$ cat config.mk
export PLATFORM = sky130hd
export DESIGN_NAME = universal_shift_register
export DESIGN_NICKNAME = d
export VERILOG_FILES = /design/src/rtl/universal_shift_register.sv
export SDC_FILE = /design/constraint.sdc
export NUM_CORES = 1
export LEC_CHECK = 0
export CORE_MARGIN = 5
export CORE_UTILIZATION = 41
export CTS_CLUSTER_SIZE = 40
export DETAILED_ROUTE_END_ITERATION = 8
export PLACE_DENSITY = 0.75
export REMOVE_ABC_BUFFERS = 1
export SYNTH_ARGS = -nofsm -noshare
export SYNTH_HDL_FRONTEND = slang
export SYNTH_SLANG_ARGS = --single-unit
$ cat constraint.sdc
create_clock -name clk -period 1.5 [get_ports clk]
set_clock_uncertainty 0.15 [all_clocks]
set_input_delay 0.15 -clock clk [delete_from_list [all_inputs] [get_ports clk]]
set_output_delay 0.15 -clock clk [all_outputs]
set_load 0.01 [all_outputs]
$ cat src/rtl/universal_shift_register.sv
// Universal shift register: parallel load plus multi-step shift/rotate sequencer.
// Optional USR_PARITY_EN macro adds a combinational even-parity output of Q.
module universal_shift_register #(
  parameter int WIDTH   = 8,
  parameter int SHAMT_W = 4
) (
  input  logic               clk,
  input  logic               reset_n,
  input  logic               load,
  input  logic [WIDTH-1:0]   B,
  input  logic [1:0]         mode,
  input  logic               sin,
  input  logic               start,
  input  logic [SHAMT_W-1:0] shamt,
  output logic [WIDTH-1:0]   Q,
  output logic               sout,
  output logic               busy,
  output logic               done
`ifdef USR_PARITY_EN
  ,
  output logic               parity
`endif
);

  typedef enum logic {IDLE, SHIFT} state_t;

  state_t             state;
  logic [1:0]         mode_r;
  logic [SHAMT_W-1:0] count;
  logic [WIDTH-1:0]   q_next;

  // One step of the latched operation; mode 00 is a valid no-op step.
  always_comb begin
    q_next = Q;
    case (mode_r)
      2'b01:   q_next = {sin, Q[WIDTH-1:1]};
      2'b10:   q_next = {Q[WIDTH-2:0], sin};
      2'b11:   q_next = {Q[0], Q[WIDTH-1:1]};
      default: q_next = Q;
    endcase
  end

  always_ff @(posedge clk or negedge reset_n) begin
    if (!reset_n) begin
      Q      <= '0;
      mode_r <= 2'b00;
      count  <= '0;
      state  <= IDLE;
      done   <= 1'b0;
    end else begin
      done <= 1'b0;
      case (state)
        IDLE: begin
          if (load) begin
            Q <= B;
          end else if (start) begin
            if (shamt == '0) begin
              done <= 1'b1;
            end else begin
              mode_r <= mode;
              count  <= shamt;
              state  <= SHIFT;
            end
          end
        end
        SHIFT: begin
          Q     <= q_next;
          count <= count - 1'b1;
          if (count == SHAMT_W'(1)) begin
            state <= IDLE;
            done  <= 1'b1;
          end
        end
        default: state <= IDLE;
      endcase
    end
  end

  assign busy = (state == SHIFT);

  // Reset clears both Q and mode_r, so sout is 0 under reset without extra gating.
  always_comb begin
    case (mode_r)
      2'b01, 2'b11: sout = Q[0];
      2'b10:        sout = Q[WIDTH-1];
      default:      sout = 1'b0;
    endcase
  end

`ifdef USR_PARITY_EN
  assign parity = ^Q;
`endif

endmodule

==> results of run 1 <==
## power breakdown
part           switching (uW)  internal, uW  leakage, uW
clock network             155           148    0.0000210
logic                     967          1040     0.000477
registers                 177           655     0.000190
## per-layer routing
layer  wire length (um)  track usage (%)  part of all wire [%]
met5                  0                0                     0
met2               1370             27.8                    49
met3                169             3.07                   6.0
met4                 60             5.50                   2.1
met1               1210             19.7                    43
## cell families after synthesis
logic type	count (synthesis)
AND/OR/NAND/NOR	30
adder cells (fa/ha/maj)	2
flip-flops	16
AO/OA/AOI/OAI	39
buffers and inverters	10
XOR/XNOR	2
multiplexers	2
## per-stage QoR
step | instances | hold slack, ns
after floorplan | 95 | -0.296
after global placement | 167 | 0.341
after detailed placement | 167 | 0.350
after CTS | 174 | 0.0252
after global routing | 177 | 0.0692
final | 177 | 0.0291
## what timing repair did
item                                    in CTS  in global routing
endpoints found under the setup margin      18                 16
gates resized for setup                     18                 13
pin swaps                                    2                  7
buffers inserted                             3                  3
## synthesized netlist by cell type (all sizes together) (3+ instances only)
cell / instances / share of area (%)
a21oi: 4 / 2.1
a22oi: 4 / 3.1
o31ai: 7 / 5.4
a211oi: 7 / 5.4
nand2b: 3 / 1.9
inv: 4 / 2.1
dfrtp: 16 / 41
and3b: 7 / 6.3
nor2: 8 / 3.1
clkbuf: 4 / 1.6
o21ai: 15 / 7.8
## area by class of cell
class | instances | area (sq um) | area share [%]
clock buffers | 4 | 36.3 | 2.38
inverters | 4 | 20.0 | 1.31
flip-flops and latches | 16 | 402 | 26.4
well taps | 28 | 35.0 | 2.30
repair buffers | 50 | 443 | 29.1
multi-input cells | 75 | 588 | 38.6
## path summary, 6_finish.rpt
path,endpoint,slack (ns),depth (start not counted)
setup / recovery,Q[7],0.006,4
hold / removal,Q[5],0.03,2
setup reg to reg,Q[7],0.006,4
hold reg to reg,mode_r[1],0.40,1
max in group asynchronous,busy,0.97,2
min in group clk,Q[0],0.28,3
## critical path: stages (launching register included)
cell and delay, ns:
dfrtp_2 0.42, buf_6 0.14, nor3b_4 0.15, or2_4 0.29
o31a_1 0.25
## flip-flops by register name, summed over array words and instances, names as in the netlist
register / cells
count: 4
done: 1
Q: 8
mode_r: 2
busy: 1
==> results by group, run 1 <==
Outcome
  – Status: finished, final reports clean

Worst setup path
  – Max FO, Critical Path: 8
  – Crit path kind: register to register
  – Worst Path Required: 1.55 ns
  – Worst setup path startpoint: busy
  – FF-to-FF Start: busy
  – Crit start category: register
  – CP arrival: 1.54 ns
  – Crit end category: register

Clock network
  – Hold_buf cts: 0
  – CTS buffer count: 3
  – TritonCTS clock tree: yes
  – Clock Tree Buf Depth: 2
  – # clock sinks: 16
  – Clock latency on the worst-skew pair: approximately 0.30 ns
  – CTS root buf: clkbuf_4
  – H-Tree Depth: 1
  – Clock transition at path regs: around 0.10 ns

Timing
  – Share of the clock period used by the worst path: roughly 100%
  – Min cycle time layout: 1.49 ns
  – Hold Fails Final Rpt: 0
  – Slew @ Worst Pin: ~0.30 ns
  – FMAX: about 670 MHz
  – RSZ-0062 raised after global routing: true
  – Setup_tns: 0 ns
  – Slew headroom: 79.9%
  – Max Slew Vio Count: 0
  – Final WS setup: 0.00625 ns
  – Final setup viols: 0

Global routing
  – Pin count of the biggest net entering global routing: 17
  – Gr ovfl total: 0
  – Initial antenna violation count: 0
  – Vias in the first global route: 1011
  – First-pass GRT wire length: 4310 um
  – GRT Total Usage: about 16%

Yosys
  – Adder-Cell Fraction of Synth Area: 2.59%
  – Post-synthesis cell type count: 28
  – Number of cells produced by synthesis: approximately 100
  – Mapped Area: 967 sq um
  – Avg Inst Size Synth: about 9.6 sq um
  – Register area share after synthesis: 41.4%
  – Synth Area in XOR/XNOR: roughly 1.8%
  – Primary FF master, synth: dfrtp_1
  – Multiplexer share of the synthesized area: 2.33%
  – Post-synth EDFFs: 0
  – Compound-Gate Fraction of Synth Area: 25.4%
  – Synth Area in Simple Gates: about a fifth
  – Yosys warns: 0
  – Seq cells post-synth: 16
  – Async SR Flop Fraction: 100%
  – Largest family of logic cells by synthesized area: compound AO/OA/AOI/OAI gates

Floorplanning
  – Die area: 3430 sq um
  – Row count: 17
  – Starting density of the core: a little over two fifths
  – DIE WIDTH: 58.6 um
  – Core ar.: approximately 2200 sq um
  – Die Ht: 58.6 um
  – Total I/O pin count: 30

Detailed routing
  – TritonRoute pass-1 iters: 4
  – Vias: 1007
  – DRC viols: 0
  – DR vias/cell: around 5.7
  – Routed WL per cell: 15.9 um
  – Initial DRC Count: 16
  – Remaining antenna violation count: 0
  – Drt total wl: 2810 um

Layout
  – Antenna diode count: 0
  – Commonest non-fill, non-tap cell in the layout: buf_4
  – Most frequent cells in the layout: buf_4, clkdlybuf4s50_1, dfrtp_1
  – Util after Layout: 68.2%
  – Layout cells sized above 1: 28.2%
  – Area growth from synthesis to layout: 57.6%
  – Nets: 171
  – Final instance area: approximately 1500 sq um
  – Layout fillers: 180

Place
  – I/O Buffers: 29
  – Setup Slack @ Placement: -0.173 ns
  – Placer congestion estimate: 0.853
  – Dpl hpwl: slightly below 2000 um
  – DP Area: 1370 sq um

Hold path
  – Min-delay worst type: primary input to asynchronous set/reset pin

Power
  – Static Leak: slightly below 0.0007 uW
  – Peak supply drop: roughly 0.0013 V
  – Pwr Total: 3150 uW
  – Power density over the cells: 2060 nW/um^2

Run
  – Max-cap viol count: 0
No activity file was read; power rests on OpenSTA's default activity.
==> run 2, diff against run 1 <==
==> constraint.sdc (replaced) <==
create_clock -name clk -period 1.35 [get_ports clk]
set_clock_uncertainty 0.15 [all_clocks]
set_input_delay 0.135 -clock clk [delete_from_list [all_inputs] [get_ports clk]]
set_output_delay 0.135 -clock clk [all_outputs]
set_load 0.01 [all_outputs]
==> run 2 against run 1 <==
Utilization increased by 6.9 points. Setup slack lost 0.17 ns. Largest power group unchanged. Routed wire length is 12% higher. Worst hold slack worse by 0.036 ns. Sequential power rose by 14%. Critical path depth unchanged. The run now ends with negative hold slack, negative setup slack left. Critical endpoint unchanged. Design area rose by 10%. Largest cell class unchanged. Register-to-register slack worse by 0.17 ns. Via count up 2.6%. Cell count rose by 4.5%. Die area did not move.
==> results by group, run 2 (synthesis results as in run 1) <==
Floorplanning
  – Total I/O pin count: 30
  – Starting density of the core: 43.3%
  – Row count: 17
  – Die Ht: 58.6 um
  – Die area: 3430 sq um
  – DIE WIDTH: approximately 60 um
  – Core ar.: 2230 sq um

Timing
  – Min cycle time layout: ~1.5 ns
  – Min Hold Slack: -0.00684 ns
  – Slew headroom: 81.5%
  – Final setup viols: 14
  – FMAX: 662 MHz
  – Share of the clock period used by the worst path: 112%
  – Final WS setup: -0.160 ns
  – Slew @ Worst Pin: about 0.28 ns
  – Max Slew Vio Count: 0
  – RSZ-0062 raised after global routing: true
  – Hold Fails Final Rpt: 16

Clock network
  – Clock transition at path regs: 0.10 ns
  – H-Tree Depth: 1
  – Clock Tree Buf Depth: 2
  – # clock sinks: 16
  – Clock latency on the worst-skew pair: around 0.29 ns
  – Hold_buf cts: 0
  – CTS root buf: clkbuf_4
  – CTS buffer count: 3
  – TritonCTS clock tree: yes

Layout
  – Largest register FFs: 8
  – Nets: 179
  – Final instance area: 1680 sq um
  – Layout cells sized above 1: 42.7%
  – Area growth from synthesis to layout: 73.6%
  – Top Registers: Q (8), count (4), mode_r (2)
  – Commonest non-fill, non-tap cell in the layout: buf_4
  – Antenna diode count: 0
  – Reg with most FFs: Q
  – Most frequent cells in the layout: buf_4, clkdlybuf4s50_1, dfrtp_1
  – Final cell count without fillers: 185

Worst setup path
  – Setup slack, reg-to-reg: -0.16 ns
  – Crit start category: register
  – Max FO, Critical Path: 8
  – Worst Path Required: 1.39 ns
  – Crit path kind: register to register
  – Crit end category: register
  – CP arrival: 1.55 ns

Detailed routing
  – Initial DRC Count: 36
  – DRC viols: 0
  – Vias: just over 1000
  – DR vias/cell: 5.58
  – Routed WL per cell: ~17 um
  – Remaining antenna violation count: 0
  – Drt total wl: about 3100 um
  – TritonRoute pass-1 iters: 4

Place
  – I/O Buffers: 29
  – DP Cell Count: 172
  – DP Area: 1410 sq um
  – Setup Slack @ Placement: -0.319 ns
  – Placer congestion estimate: around 0.81
  – Dpl hpwl: 2050 um

Power
  – Power density over the cells: 2380 nW/um^2
  – Pwr Total: between 4000 and 5000 uW
  – Static Leak: roughly 0.00076 uW
  – Peak supply drop: about 0.0016 V

Global routing
  – Initial antenna violation count: 0
  – GRT Total Usage: 18.3%
  – First-pass GRT wire length: 4830 um
  – Vias in the first global route: 1053
  – Gr ovfl total: 0
  – Pin count of the biggest net entering global routing: 17

Run
  – Max-cap viol count: 0

Outcome
  – Status: finished with violations
  – Violated checks: negative hold slack, negative setup slack

Hold path
  – Min-delay worst type: primary input to asynchronous set/reset pin
run 2: cell types whose count changed in the layout (fill, tap and decap cells not counted), moves of 3 or more:
cell,previous run,this run
buf_6,1,8
clkdlybuf4s50_1,19,16
o31ai_1,5,2
o31ai_2,0,3
run 2: area by class of cell:
type / count / area, sq um
multi-input combinational: 75 / 667
sequential: 16 / 403
inverter: 4 / 20.0
clock buffer: 4 / 36.3
tap: 28 / 35.0
fill: 158 / 554
timing repair buffer: 58 / 518
run 2: layer usage:
metal,routed length [um],track usage (%)
met2,1560,29.0
met4,40,6.80
met1,1380,24.9
met5,0,0
met3,162,3.51
run 2: report_power, final:
part,internal [uW],total [uW],leakage [uW],switching (uW)
clock,165,331,0.0000210,166
sequential,731,952,0.000189,221
combinational,1450,2720,0.000547,1270
run 2: worst paths after layout:
check / start / endpoint / cells after the start
worst max register to register: busy / Q[7] / 4
worst max-delay path: busy / Q[7] / 4
max in group asynchronous: reset_n / busy / 2
worst min-delay path: reset_n / Q[5] / 2
min in group clk: shamt[1] / count[1] / 3
worst min register to register: count[2] / done / 2
run 2: repair_timing:
action,in CTS,in global routing
pin swaps,8,14
endpoints found under the setup margin,24,18
setup buffers,7,4
gates resized for setup,40,31
run 2: metrics by stage:
| stage | setup TNS, ns | utilization, % |
|---|---|---|
| after global routing | -1.95 | 75.2 |
| after CTS | -1.35 | 69.2 |
| after detailed placement | -4.24 | 63.2 |
| after global placement | -3.68 | 63.2 |
| after floorplan | -4.43 | - |
| final | -1.33 | 75.2 |
run 2: critical path, stage by stage, from the launching register on:
cell,delay (ns)
dfrtp_2,0.42
buf_6,0.14
nor3b_4,0.15
or2_4,0.30
o31a_1,0.25
==> run 3, diff against run 2 <==
--- a/config.mk
+++ b/config.mk
@@ -5,12 +5,14 @@
 export SDC_FILE = /design/constraint.sdc
 export NUM_CORES = 1
 export LEC_CHECK = 0
+export CAP_MARGIN = 20
 export CORE_MARGIN = 5
-export CORE_UTILIZATION = 41
+export CORE_UTILIZATION = 45
 export CTS_CLUSTER_SIZE = 40
 export DETAILED_ROUTE_END_ITERATION = 8
-export PLACE_DENSITY = 0.75
+export PLACE_DENSITY = 0.78
 export REMOVE_ABC_BUFFERS = 1
+export SKIP_LAST_GASP = 1
 export SYNTH_ARGS = -nofsm -noshare
 export SYNTH_HDL_FRONTEND = slang
 export SYNTH_SLANG_ARGS = --single-unit
==> constraint.sdc (replaced) <==
create_clock -name clk -period 1.65 [get_ports clk]
set_clock_uncertainty 0.15 [all_clocks]
set_input_delay 0.165 -clock clk [delete_from_list [all_inputs] [get_ports clk]]
set_output_delay 0.165 -clock clk [all_outputs]
set_load 0.01 [all_outputs]
==> run 3 against run 2 <==
Total power fell by 36%. First-iteration DRC count fell by 8.3%. Clock power fell by 21%. Critical endpoint is now sout. Sequential cell count did not move. Combinational power fell by 44%. Critical path depth did not move. Design area fell by 17%. Sequential share of layout area rose by 4.8 points. The flow now finishes without violations. Setup slack improved by 0.22 ns. Via count fell by 9.7%.
==> results by group, run 3 (synthesis results as in run 1) <==
Floorplanning
  – Die area: roughly 3200 sq um
  – Row count: 16
  – Die Ht: 56.4 um
  – DIE WIDTH: 56.4 um
  – Core ar.: 2000 sq um
  – Total I/O pin count: 30
  – Starting density of the core: 48.3%

Timing
  – Slew @ Worst Pin: 0.365 ns
  – RSZ-0062 raised after global routing: false
  – Hold Fails Final Rpt: 0
  – Max Slew Vio Count: 0
  – Min cycle time layout: approximately 1.6 ns
  – Setup_tns: 0 ns
  – FMAX: 629 MHz
  – Slew headroom: between 70% and 80%
  – Share of the clock period used by the worst path: a little under 100%
  – Final setup viols: 0

Power
  – Peak supply drop: 0.00101 V
  – Static Leak: 0.000593 uW
  – Power density over the cells: 1830 nW/um^2

Layout
  – Multi-input gate area: approximately 530 sq um
  – Largest register FFs: 8
  – Layout cells sized above 1: 17.3%
  – Antenna diode count: 0
  – Reg with most FFs: Q
  – Nets: 161
  – Top Registers: Q (8), count (4), mode_r (2)
  – Util after Layout: between 60 and 70%
  – Sequential Area: between 400 and 500 sq um
  – Layout fillers: around 160
  – Commonest non-fill, non-tap cell in the layout: clkdlybuf4s50_1
  – Area growth from synthesis to layout: 44.2%
  – Final cell count without fillers: about 170
  – Most frequent cells in the layout: clkdlybuf4s50_1, dfrtp_1, o21ai_0

Worst setup path
  – Worst Path Required: 1.33 ns
  – Crit path largest cell delay: 0.38 ns
  – Crit path kind: register to output pin
  – Crit path cell chain: buf_4 > nand2_2 > o21ai_0 > dlygate4sd2_1
  – CP Buf/Inv Count: 2
  – Critical-path top delay cell: dfrtp_1
  – Crit end category: output pin
  – Delay-heaviest family, CP: buffers and inverters
  – FF-to-FF Start: busy
  – Worst setup path startpoint: mode_r[0]
  – CP arrival: 1.28 ns
  – Max FO, Critical Path: 11
  – Crit start category: register

Clock network
  – Clock transition at path regs: approximately 0.1 ns
  – CTS buffer count: 3
  – TritonCTS clock tree: yes
  – Clock Tree Buf Depth: 2
  – CTS root buf: clkbuf_4
  – Clock latency on the worst-skew pair: 0.29 ns
  – H-Tree Depth: 1
  – # clock sinks: 16

Place
  – Placer congestion estimate: 0.827
  – I/O Buffers: 29
  – Dpl hpwl: 1880 um
  – DP Cell Count: around 160

Global routing
  – Gr ovfl total: 0
  – Vias in the first global route: 883
  – GRT Total Usage: 16.8%
  – Initial antenna violation count: 0
  – Pin count of the biggest net entering global routing: 17
  – First-pass GRT wire length: 4190 um

Detailed routing
  – Drt total wl: between 2000 and 3000 um
  – Remaining antenna violation count: 0
  – Vias: between 900 and 1000
  – Routed WL per cell: 15.7 um
  – DR vias/cell: 5.62
  – Initial DRC Count: 33
  – TritonRoute pass-1 iters: 6
  – DRC viols: 0

Run
  – Max-cap viol count: 0

Outcome
  – Status: finished, final reports clean

Hold path
  – Min-delay worst type: primary input to asynchronous set/reset pin
[run 3: per-stage QoR]
stage | hold WS, ns | setup WS (ns) | total power (uW) | cell area, sq um
CTS | 0.0301 | -0.182 | 2530 | 1370
detailed placement | 0.355 | -0.116 | 2260 | 1340
floorplan | -0.281 | -0.206 | 1580 | 936
global route | 0.0759 | 0.00118 | 2740 | 1400
global placement | 0.351 | -0.0563 | 2200 | 1340
finish | 0.0287 | 0.0598 | 2560 | 1400
[run 3: report_power, final]
part           switching, uW  internal (uW)  total [uW]
sequential               184            596         780
clock                    129            134         263
combinational            724            792        1520
[run 3: area by class of cell]
class / count / area share, %
Timing Repair Buffer: 40 / 26.8
Clock buffer: 4 / 2.60
Sequential cell: 16 / 28.8
Multi-Input combinational cell: 75 / 37.9
Tap cell: 27 / 2.42
Inverter: 4 / 1.43
[run 3: layer usage]
layer	vias to the layer above	GRT usage, %	wire (um)
li1	450	-	-
met1	455	21.3	1100
met2	26	27.2	1350
met3	2	2.75	135
met4	0	8.81	28
met5	-	0	0
[run 3: final timing paths]
kind                        endpoint  slack [ns]  depth (start not counted)
max                             sout        0.06                          4
min                             Q[4]        0.03                          2
max reg2reg                mode_r[0]        0.07                          4
min reg2reg                 count[3]        0.38                          1
max in group asynchronous       busy        1.12                          2
min in group clk                Q[3]        0.30                          3
[run 3: timing repair]
item	4_1_cts	5_1_grt
hold buffers	0	0
endpoints found under the setup margin	2	4
buffers inserted	0	1
pin swaps	0	0
gates resized for setup	2	4
